$ cat src/rtl/fp_add_sequencer.sv
// Sequences one single-precision addition through the shared mantissa alignment/adder datapath.
// Optional WAIT timeout is compiled in with FPADD_TIMEOUT_EN.
module fp_add_sequencer #(
  parameter int unsigned TIMEOUT_CYCLES = 64,
  parameter int unsigned CNT_W          = 7
) (
  input  logic        Clk,
  input  logic        Reset,
  input  logic        In_valid,
  output logic        In_ready,
  input  logic [31:0] A,
  input  logic [31:0] B,
  output logic        Out_valid,
  input  logic        Out_ready,
  output logic [31:0] Result,
  output logic        Overflow,
  output logic        Underflow,
  output logic        Timeout,
  output logic        Dp_Reset,
  output logic        Dp_Load,
  output logic        Dp_S_A,
  output logic        Dp_S_B,
  output logic [7:0]  Dp_E_A,
  output logic [7:0]  Dp_E_B,
  output logic [23:0] Dp_M_A,
  output logic [23:0] Dp_M_B,
  input  logic        Dp_S_Result,
  input  logic [7:0]  Dp_E_Result,
  input  logic [23:0] Dp_M_Result,
  input  logic        Dp_Carry,
  input  logic        Dp_Result_stable
);

  typedef enum logic [2:0] {
    StIdle, StCheck, StClr, StLoad, StWait, StNorm, StPack, StDone
  } state_e;

  localparam logic [31:0] QNaN = 32'h7FC0_0000;

  if ((64'd1 << CNT_W) <= 64'(TIMEOUT_CYCLES)) begin : g_cnt_w_check
    $error("CNT_W too narrow for TIMEOUT_CYCLES");
  end

  state_e      state_q, state_d;
  logic [31:0] a_q, a_d, b_q, b_d;
  logic [31:0] result_q, result_d;
  logic        s_q, s_d;
  logic [7:0]  e_q, e_d;
  logic [23:0] m_q, m_d;
  logic        carry_q, carry_d;
  logic        first_q, first_d;
  logic        ovf_q, ovf_d;
  logic        unf_q, unf_d;
`ifdef FPADD_TIMEOUT_EN
  logic [CNT_W-1:0] cnt_q, cnt_d;
  logic             to_q, to_d;
`endif

  logic       a_zero, b_zero, a_inf, b_inf, a_nan, b_nan;
  logic [8:0] e_inc;

  // Exponent 0 counts as zero, so denormals are flushed.
  assign a_zero = (a_q[30:23] == 8'h00);
  assign b_zero = (b_q[30:23] == 8'h00);
  assign a_inf  = (a_q[30:23] == 8'hFF) && (a_q[22:0] == 23'h0);
  assign b_inf  = (b_q[30:23] == 8'hFF) && (b_q[22:0] == 23'h0);
  assign a_nan  = (a_q[30:23] == 8'hFF) && (a_q[22:0] != 23'h0);
  assign b_nan  = (b_q[30:23] == 8'hFF) && (b_q[22:0] != 23'h0);
  assign e_inc  = {1'b0, e_q} + 9'd1;

  always_comb begin
    state_d  = state_q;
    a_d      = a_q;
    b_d      = b_q;
    result_d = result_q;
    s_d      = s_q;
    e_d      = e_q;
    m_d      = m_q;
    carry_d  = carry_q;
    first_d  = first_q;
    ovf_d    = ovf_q;
    unf_d    = unf_q;
`ifdef FPADD_TIMEOUT_EN
    cnt_d    = cnt_q;
    to_d     = to_q;
`endif

    unique case (state_q)
      StIdle: begin
        if (In_valid) begin
          a_d      = A;
          b_d      = B;
          result_d = 32'h0;
          ovf_d    = 1'b0;
          unf_d    = 1'b0;
`ifdef FPADD_TIMEOUT_EN
          to_d     = 1'b0;
`endif
          state_d  = StCheck;
        end
      end
      StCheck: begin
        state_d = StDone;
        if (a_nan || b_nan || (a_inf && b_inf && (a_q[31] != b_q[31]))) begin
          result_d = QNaN;
        end else if (a_inf) begin
          result_d = a_q;
        end else if (b_inf) begin
          result_d = b_q;
        end else if (a_zero && b_zero) begin
          result_d = {a_q[31] & b_q[31], 31'h0};
        end else if (a_zero) begin
          result_d = b_q;
        end else if (b_zero) begin
          result_d = a_q;
        end else begin
          state_d = StClr;
        end
      end
      StClr: begin
        state_d = StLoad;
      end
      StLoad: begin
`ifdef FPADD_TIMEOUT_EN
        cnt_d   = '0;
`endif
        state_d = StWait;
      end
      StWait: begin
        if (Dp_Result_stable) begin
          s_d     = Dp_S_Result;
          e_d     = Dp_E_Result;
          m_d     = Dp_M_Result;
          carry_d = Dp_Carry;
          first_d = 1'b1;
          state_d = StNorm;
`ifdef FPADD_TIMEOUT_EN
        end else if (cnt_q == CNT_W'(TIMEOUT_CYCLES - 1)) begin
          result_d = QNaN;
          to_d     = 1'b1;
          state_d  = StDone;
        end else begin
          cnt_d = cnt_q + 1'b1;
`endif
        end
      end
      StNorm: begin
        first_d = 1'b0;
        if (first_q && carry_q) begin
          m_d = {1'b1, m_q[23:1]};
          e_d = e_inc[7:0];
          if (e_inc >= 9'd255) begin
            ovf_d   = 1'b1;
            e_d     = 8'hFF;
            m_d     = 24'h0;
            state_d = StPack;
          end
        end else if (m_q == 24'h0) begin
          s_d     = 1'b0;
          e_d     = 8'h00;
          state_d = StPack;
        end else if (!m_q[23]) begin
          if (e_q > 8'd1) begin
            m_d = {m_q[22:0], 1'b0};
            e_d = e_q - 8'd1;
          end else begin
            unf_d   = 1'b1;
            e_d     = 8'h00;
            m_d     = 24'h0;
            state_d = StPack;
          end
        end else begin
          state_d = StPack;
        end
      end
      StPack: begin
        result_d = {s_q, e_q, m_q[22:0]};
        state_d  = StDone;
      end
      StDone: begin
        if (Out_ready) state_d = StIdle;
      end
      default: state_d = StIdle;
    endcase
  end

  always_ff @(posedge Clk or posedge Reset) begin
    if (Reset) begin
      state_q  <= StIdle;
      a_q      <= 32'h0;
      b_q      <= 32'h0;
      result_q <= 32'h0;
      s_q      <= 1'b0;
      e_q      <= 8'h0;
      m_q      <= 24'h0;
      carry_q  <= 1'b0;
      first_q  <= 1'b0;
      ovf_q    <= 1'b0;
      unf_q    <= 1'b0;
`ifdef FPADD_TIMEOUT_EN
      cnt_q    <= '0;
      to_q     <= 1'b0;
`endif
    end else begin
      state_q  <= state_d;
      a_q      <= a_d;
      b_q      <= b_d;
      result_q <= result_d;
      s_q      <= s_d;
      e_q      <= e_d;
      m_q      <= m_d;
      carry_q  <= carry_d;
      first_q  <= first_d;
      ovf_q    <= ovf_d;
      unf_q    <= unf_d;
`ifdef FPADD_TIMEOUT_EN
      cnt_q    <= cnt_d;
      to_q     <= to_d;
`endif
    end
  end

  assign In_ready  = (state_q == StIdle);
  assign Out_valid = (state_q == StDone);
  assign Dp_Load   = (state_q == StLoad);
  assign Dp_Reset  = (state_q == StIdle) || (state_q == StCheck) || (state_q == StClr);
  assign Result    = result_q;
  assign Overflow  = ovf_q;
  assign Underflow = unf_q;
`ifdef FPADD_TIMEOUT_EN
  assign Timeout   = to_q;
`else
  assign Timeout   = 1'b0;
`endif

  // Hidden bit tracks a nonzero exponent so the reset value of every output is 0;
  // operands reaching the datapath always have a nonzero exponent.
  assign Dp_S_A = a_q[31];
  assign Dp_S_B = b_q[31];
  assign Dp_E_A = a_q[30:23];
  assign Dp_E_B = b_q[30:23];
  assign Dp_M_A = {a_q[30:23] != 8'h00, a_q[22:0]};
  assign Dp_M_B = {b_q[30:23] != 8'h00, b_q[22:0]};

endmodule

$ cat config.mk
export PLATFORM = sky130hd
export DESIGN_NAME = fp_add_sequencer
export DESIGN_NICKNAME = d
export VERILOG_FILES = /design/src/rtl/fp_add_sequencer.sv
export SDC_FILE = /design/constraint.sdc
export NUM_CORES = 1
export LEC_CHECK = 0
export ABC_AREA = 1
export BUFFER_PORTS_ARGS = -buffer_cell sky130_fd_sc_hd__buf_2
export CAP_MARGIN = 20
export CELL_PAD_IN_SITES_DETAIL_PLACEMENT = 1
export CELL_PAD_IN_SITES_GLOBAL_PLACEMENT = 1
export CORE_MARGIN = 2
export CORE_UTILIZATION = 34
export DETAILED_ROUTE_END_ITERATION = 16
export GPL_TIMING_DRIVEN = 0
export PLACE_DENSITY_LB_ADDON = 0.1
export REMOVE_ABC_BUFFERS = 1
export SYNTH_ARGS = -nofsm -noshare
export SYNTH_HDL_FRONTEND = slang
export SYNTH_SLANG_ARGS = --single-unit
$ cat constraint.sdc
create_clock -name Clk -period 4.4 [get_ports Clk]
set_clock_uncertainty 0.15 [all_clocks]
set_input_delay 0.88 -clock Clk [delete_from_list [all_inputs] [get_ports Clk]]
set_output_delay 0.88 -clock Clk [all_outputs]
set_load 0.03 [all_outputs]
==> results of run 1 <==
[synthesized netlist by cell type (all sizes together) (3+ instances only)]
cell type and instances:
nand2 532, nor2 144, dfrtp 136, nand3 57, inv 55, o21ai 54, a21oi 35, buf 35
o21a 29, clkbuf 23, nand4 11, xor2 9, nor3 7, ha 5, nand3b 3
[cell usage in the layout (no fill, tap or decap), types with 6 or more instances in the layout]
cell type    n
nand4_1     11
nor2_2       7
nand3_1     52
nor2_1     130
dfrtp_1    136
clkbuf_16   17
nand2_1    507
inv_1       43
inv_6        7
nor2_4       6
o21a_1      29
buf_2      206
a21oi_1     32
inv_2       11
nand2_2     22
xor2_1       8
o21ai_0     51
[power breakdown]
part           switching [mW]  total [mW]  internal, mW
sequential              0.722        2.55          1.83
clock                   0.628        1.43         0.805
combinational            2.77        3.97          1.21
total                    4.12        7.96          3.84
[logic make-up after synthesis]
logic type	after synthesis	synth area share, %
other	1	0.0469
XOR/XNOR	9	1.08
AO/OA/AOI/OAI	123	9.11
adder cells (fa/ha/maj)	5	0.782
flip-flops	136	42.6
buffers and inverters	114	6.82
AND/OR/NAND/NOR	757	39.6
[critical path, stage by stage, from the launching register on]
cell and delay [ns]:
dfrtp_1 0.44, nor2_1 0.12, nand2_1 0.12, nor2_4 0.68, inv_2 0.41, buf_2 0.31
[path summary, 6_finish.rpt]
| check | start | end | slack (ns) | cells past startpoint |
|---|---|---|---|---|
| worst max register to register | carry_q | m_q[0] | 0.98 | 9 |
| max in group asynchronous | Reset | b_q[31] | 2.88 | 3 |
| worst min register to register | Result[21] | Result[21] | 0.32 | 2 |
| worst min-delay path | Result[21] | Result[21] | 0.32 | 2 |
| min in group asynchronous | Reset | a_q[30] | 0.37 | 2 |
| worst max-delay path | a_q[29] | Dp_M_A[23] | 0.85 | 5 |
[layer usage]
metal	track usage, %	vias up
li1	-	3929
met1	28.5	3827
met2	39.6	132
met3	4.74	17
met4	4.72	2
met5	0	-
[sequential cells by signal, summed over array words and instances, names as in the netlist]
name,cells
Result,32
a_q,32
b_q,32
m_q,24
e_q,8
state_q,3
Overflow,1
Underflow,1
carry_q,1
first_q,1
s_q,1
[stage by stage]
stage                     util (%)  total power, mW  setup WS, ns  hold WS (ns)
after detailed placement      39.5             6.59         0.573         0.310
after floorplan                  -             5.13        -0.269         0.292
after global placement        39.1             6.45         -2.39         0.307
after global routing          42.1             8.60         0.617         0.345
after CTS                     42.0             8.06         0.551         0.327
final                         42.1             7.96         0.845         0.322
[layout make-up]
| type | instances | area [um2] | area share (%) |
|---|---|---|---|
| clock buffer | 18 | 439 | 4.48 |
| clock inverter | 14 | 138 | 1.40 |
| inverter | 56 | 215 | 2.20 |
| multi-input combinational | 895 | 4060 | 41.4 |
| sequential | 136 | 3400 | 34.7 |
| tap | 319 | 399 | 4.07 |
| timing repair buffer | 211 | 1140 | 11.7 |
==> flow_metrics.env, run 1 <==
export IMPL_status="completed"
export IMPL_finalSetupTns_ns=0
export IMPL_setup_violations_final=0
export IMPL_fp_dieH_um=157
export IMPL_num_vias=7907
export IMPL_report_final_slew_viol_count=0
export IMPL_period_share_pct=80.8
export IMPL_die_w_um=157
export IMPL_overflow=0
export IMPL_syn_area_um2=8000
export IMPL_rows=56
export IMPL_syn_area_per_cell_um2=6.98
export IMPL_ctsHoldBuffers=0
export IMPL_wl_met2_um=13600
export IMPL_arrival_ns=2.52
export IMPL_area_growth_pct=22.5
export IMPL_period_minus_slack_ns=3.55
export IMPL_stdcell_area_um2=9800
export IMPL_worst_pin_slew_ns=1.01
export IMPL_synth_top_area_cell="dfrtp_1"
export IMPL_postSynthCellCount=1145
export IMPL_totalWireLength_um=27300
export IMPL_clock_latency_ns=0.43
export IMPL_io_pins=208
export IMPL_cts_made_buffers=17
export IMPL_crit_type="reg -> out"
export IMPL_clock_sinks=136
export IMPL_peakVddDrop_mv=0.279
export IMPL_first_global_vias=8100
export IMPL_drt_iter0_markers=330
export IMPL_place_congestion=0.810
export IMPL_antenna_cells=0
export IMPL_layout_drive_gt1_share_pct=23.2
export IMPL_root_buffer="clkbuf_16"
export IMPL_layout_nets=1425
export IMPL_dr_max_layer_used="met5"
export IMPL_grt_usage_pct=22.5
export IMPL_yosys_top_cells_area="dfrtp_1, nand2_1, nor2_1"
export IMPL_worstHoldPathType="reg -> reg"
export IMPL_synth_edff_count=0
export IMPL_buffer_ports_inserted=206
export IMPL_antenna_found_initial=1
export IMPL_grt_pass1_wl_um=43400
export IMPL_ys_types=43
export IMPL_postPlaceCellArea_um2=9190
export IMPL_p_per_area_nw_per_um2=812
export IMPL_dp_hpwl_um=19900
export IMPL_clk_pin_slew_ns=0.07
export IMPL_max_slew_margin_pct=32.2
export IMPL_first_pass_iters=4
export IMPL_critPathCaptureType="output pin"
export IMPL_wl_met1_um=12300
export IMPL_postCtsSetupRepairBufs=0
export IMPL_worstPathRequired_ns=3.37
export IMPL_clockBufferDepth=2
export IMPL_cts_resized=0
export IMPL_wl_per_cell_um=16.5
export IMPL_dr_wl_met3_um=1120
export IMPL_die_area_um2=24800
export IMPL_power_leakage_nw=5.22
export IMPL_max_freq_ghz=0.281
export IMPL_rsz0062_at_grt="false"
export IMPL_synth_top_flop_cell="dfrtp_1"
export IMPL_ant_nets=0
export IMPL_final_hold_violation_count=0
export IMPL_yosysTopAreaCellShare_pct=42.6
export IMPL_synth_async_reset_ratio_pct=100
export IMPL_yosys_warnings=0
export IMPL_fill_cells=3066
export IMPL_h_tree_depth=4
export IMPL_cts_tree="done"
export IMPL_ys_seq_area_share_pct=42.6
export IMPL_stdcell_count=1649
export IMPL_post_place_cells=1616
export IMPL_avgViaCountPerCell=4.80
export IMPL_synth_seq_cells=136
export IMPL_max_cap_violations=0
export IMPL_worstPathMaxFanout=35
export IMPL_drc_errors=0
export IMPL_core_area_um2=23300
export IMPL_startpoint_type="flop"
export IMPL_grt_max_degree=78
export IMPL_start_util_pct=34.4
Note: power is estimated with default switching activity, not from simulation.
==> run 2, diff against run 1 <==
Clock period 4.4 ns to 3.1 ns, I/O delays scaled along.
==> flow_metrics.env, run 2 (synthesis results as in run 1) <==
export IMPL_layout_nets=1434
export IMPL_critPathCaptureType="flop"
export IMPL_setup_violations_final=0
export IMPL_grt_max_degree=78
export IMPL_max_freq_ghz=0.352
export IMPL_die_area_um2=24800
export IMPL_worstHoldPathType="in -> async"
export IMPL_wl_per_cell_um=16.7
export IMPL_clockBufferDepth=2
export IMPL_r2r_end="m_q[13]"
export IMPL_dp_hpwl_um=19900
export IMPL_root_buffer="clkbuf_16"
export IMPL_drc_errors=0
export IMPL_peakVddDrop_mv=0.395
export IMPL_worstPathRequired_ns=3.31
export IMPL_final_hold_violation_count=0
export IMPL_post_place_ws_ns=-0.727
export IMPL_area_growth_pct=23.7
export IMPL_clock_sinks=136
export IMPL_cts_tree="done"
export IMPL_first_global_vias=8114
export IMPL_antenna_cells=0
export IMPL_layout_drive_gt1_share_pct=24.1
export IMPL_report_final_slew_viol_count=0
export IMPL_die_w_um=157
export IMPL_start_util_pct=34.4
export IMPL_clk_pin_slew_ns=0.07
export IMPL_worstPathMaxFanout=12
export IMPL_avgViaCountPerCell=4.80
export IMPL_arrival_ns=3.06
export IMPL_setup_slack_ns=0.257
export IMPL_period_minus_slack_ns=2.84
export IMPL_totalWireLength_um=27800
export IMPL_most_common_layout_cells="nand2_1, buf_2, dfrtp_1"
export IMPL_reg2reg_from="e_q[0]"
export IMPL_overflow=0
export IMPL_max_slew_margin_pct=37.9
export IMPL_place_congestion=0.810
export IMPL_grt_usage_pct=22.7
export IMPL_period_share_pct=91.7
export IMPL_ctsHoldBuffers=0
export IMPL_first_pass_iters=4
export IMPL_clock_latency_ns=0.43
export IMPL_crit_type="reg -> reg"
export IMPL_multi_input_area_um2=4120
export IMPL_buffer_ports_inserted=206
export IMPL_status="completed"
export IMPL_max_cap_violations=0
export IMPL_fp_dieH_um=157
export IMPL_final_common_cell="nand2_1"
export IMPL_antenna_found_initial=1
export IMPL_rsz0062_at_grt="false"
export IMPL_core_area_um2=23300
export IMPL_power_leakage_nw=5.25
export IMPL_power_total_mw=11.4
export IMPL_drt_iter0_markers=381
export IMPL_startpoint_type="flop"
export IMPL_worst_pin_slew_ns=0.930
export IMPL_ant_nets=0
export IMPL_rows=56
export IMPL_num_vias=7963
export IMPL_p_per_area_nw_per_um2=1150
export IMPL_ff_latch_area_um2=3400
export IMPL_cts_made_buffers=17
export IMPL_grt_pass1_wl_um=43600
export IMPL_h_tree_depth=4
export IMPL_rr_worst_depth=11
export IMPL_io_pins=208
export IMPL_fill_cells=3071
export IMPL_r2r_slack_ns=0.26
==> run 2: cell types whose count changed in the layout (fill, tap and decap cells not counted), sizes merged <==
cell / before / now
a21oi: 35 / 36
buf: 211 / 217
clkinv: 3 / 2
clkinvlp: 5 / 7
inv: 61 / 60
nor2: 144 / 146
==> run 2: how the worst max path moves through the flow <==
stage,start,cells after the start,endpoint
floorplan,Reset,1,Overflow
global placement,Reset,2,m_q[10]
detailed placement,state_q[2],10,m_q[0]
CTS,a_q[23],5,Dp_M_A[23]
global route,state_q[2],7,Overflow
finish,e_q[0],11,m_q[13]
==> run 2: critical path, cell delays in order (launching register included) <==
cell     delay, ns
dfrtp_1       0.53
inv_1         0.13
ha_1          0.27
o21a_1        0.21
nand2_2       0.14
inv_1         0.15
nor3_2        0.66
buf_6         0.25
a21oi_1       0.08
nand2_1       0.10
nand2_1       0.05
nand2_1       0.05
==> run 2: stage by stage <==
stage | instances | cell area, um2 | setup TNS, ns | utilization, % | hold slack (ns)
after detailed placement | 1616 | 9190 | -18.23 | 39.5 | 0.310
after CTS | 1649 | 9800 | 0 | 42.1 | 0.129
after global placement | 1612 | 9090 | -641.21 | 39.1 | 0.307
after floorplan | 1087 | 7660 | -217.80 | - | 0.292
after global routing | 1658 | 9890 | 0 | 42.5 | 0.150
final | 1658 | 9890 | 0 | 42.5 | 0.110
==> run 2: routing by layer <==
metal | routed length [um] | global-route usage, % | up-vias
met5 | 11 | 0 | -
met4 | 260 | 4.72 | 2
met3 | 1170 | 4.74 | 20
met2 | 13800 | 39.7 | 139
met1 | 12500 | 28.8 | 3859
li1 | - | - | 3943
==> run 2: final cells by class <==
type / count / area share, %
clock inverter: 14 / 1.39
timing repair buffer: 217 / 11.8
tap: 319 / 4.03
multi-input combinational: 898 / 41.6
inverter: 56 / 2.30
sequential: 136 / 34.4
clock buffer: 18 / 4.44
==> run 2: report_power, final <==
group | switching, mW | leakage (nW) | internal (mW) | total, mW
Sequential | 1.02 | 1.73 | 2.59 | 3.62
Clock | 0.890 | 0.267 | 1.14 | 2.03
Combinational | 4.01 | 3.26 | 1.74 | 5.75
==> run 2: what timing repair did <==
item	4_1_cts	5_1_grt
cloned	1	2
setup endpoints to repair	58	55
pin swaps	2	3
setup buffers	0	7
resized for setup	6	5
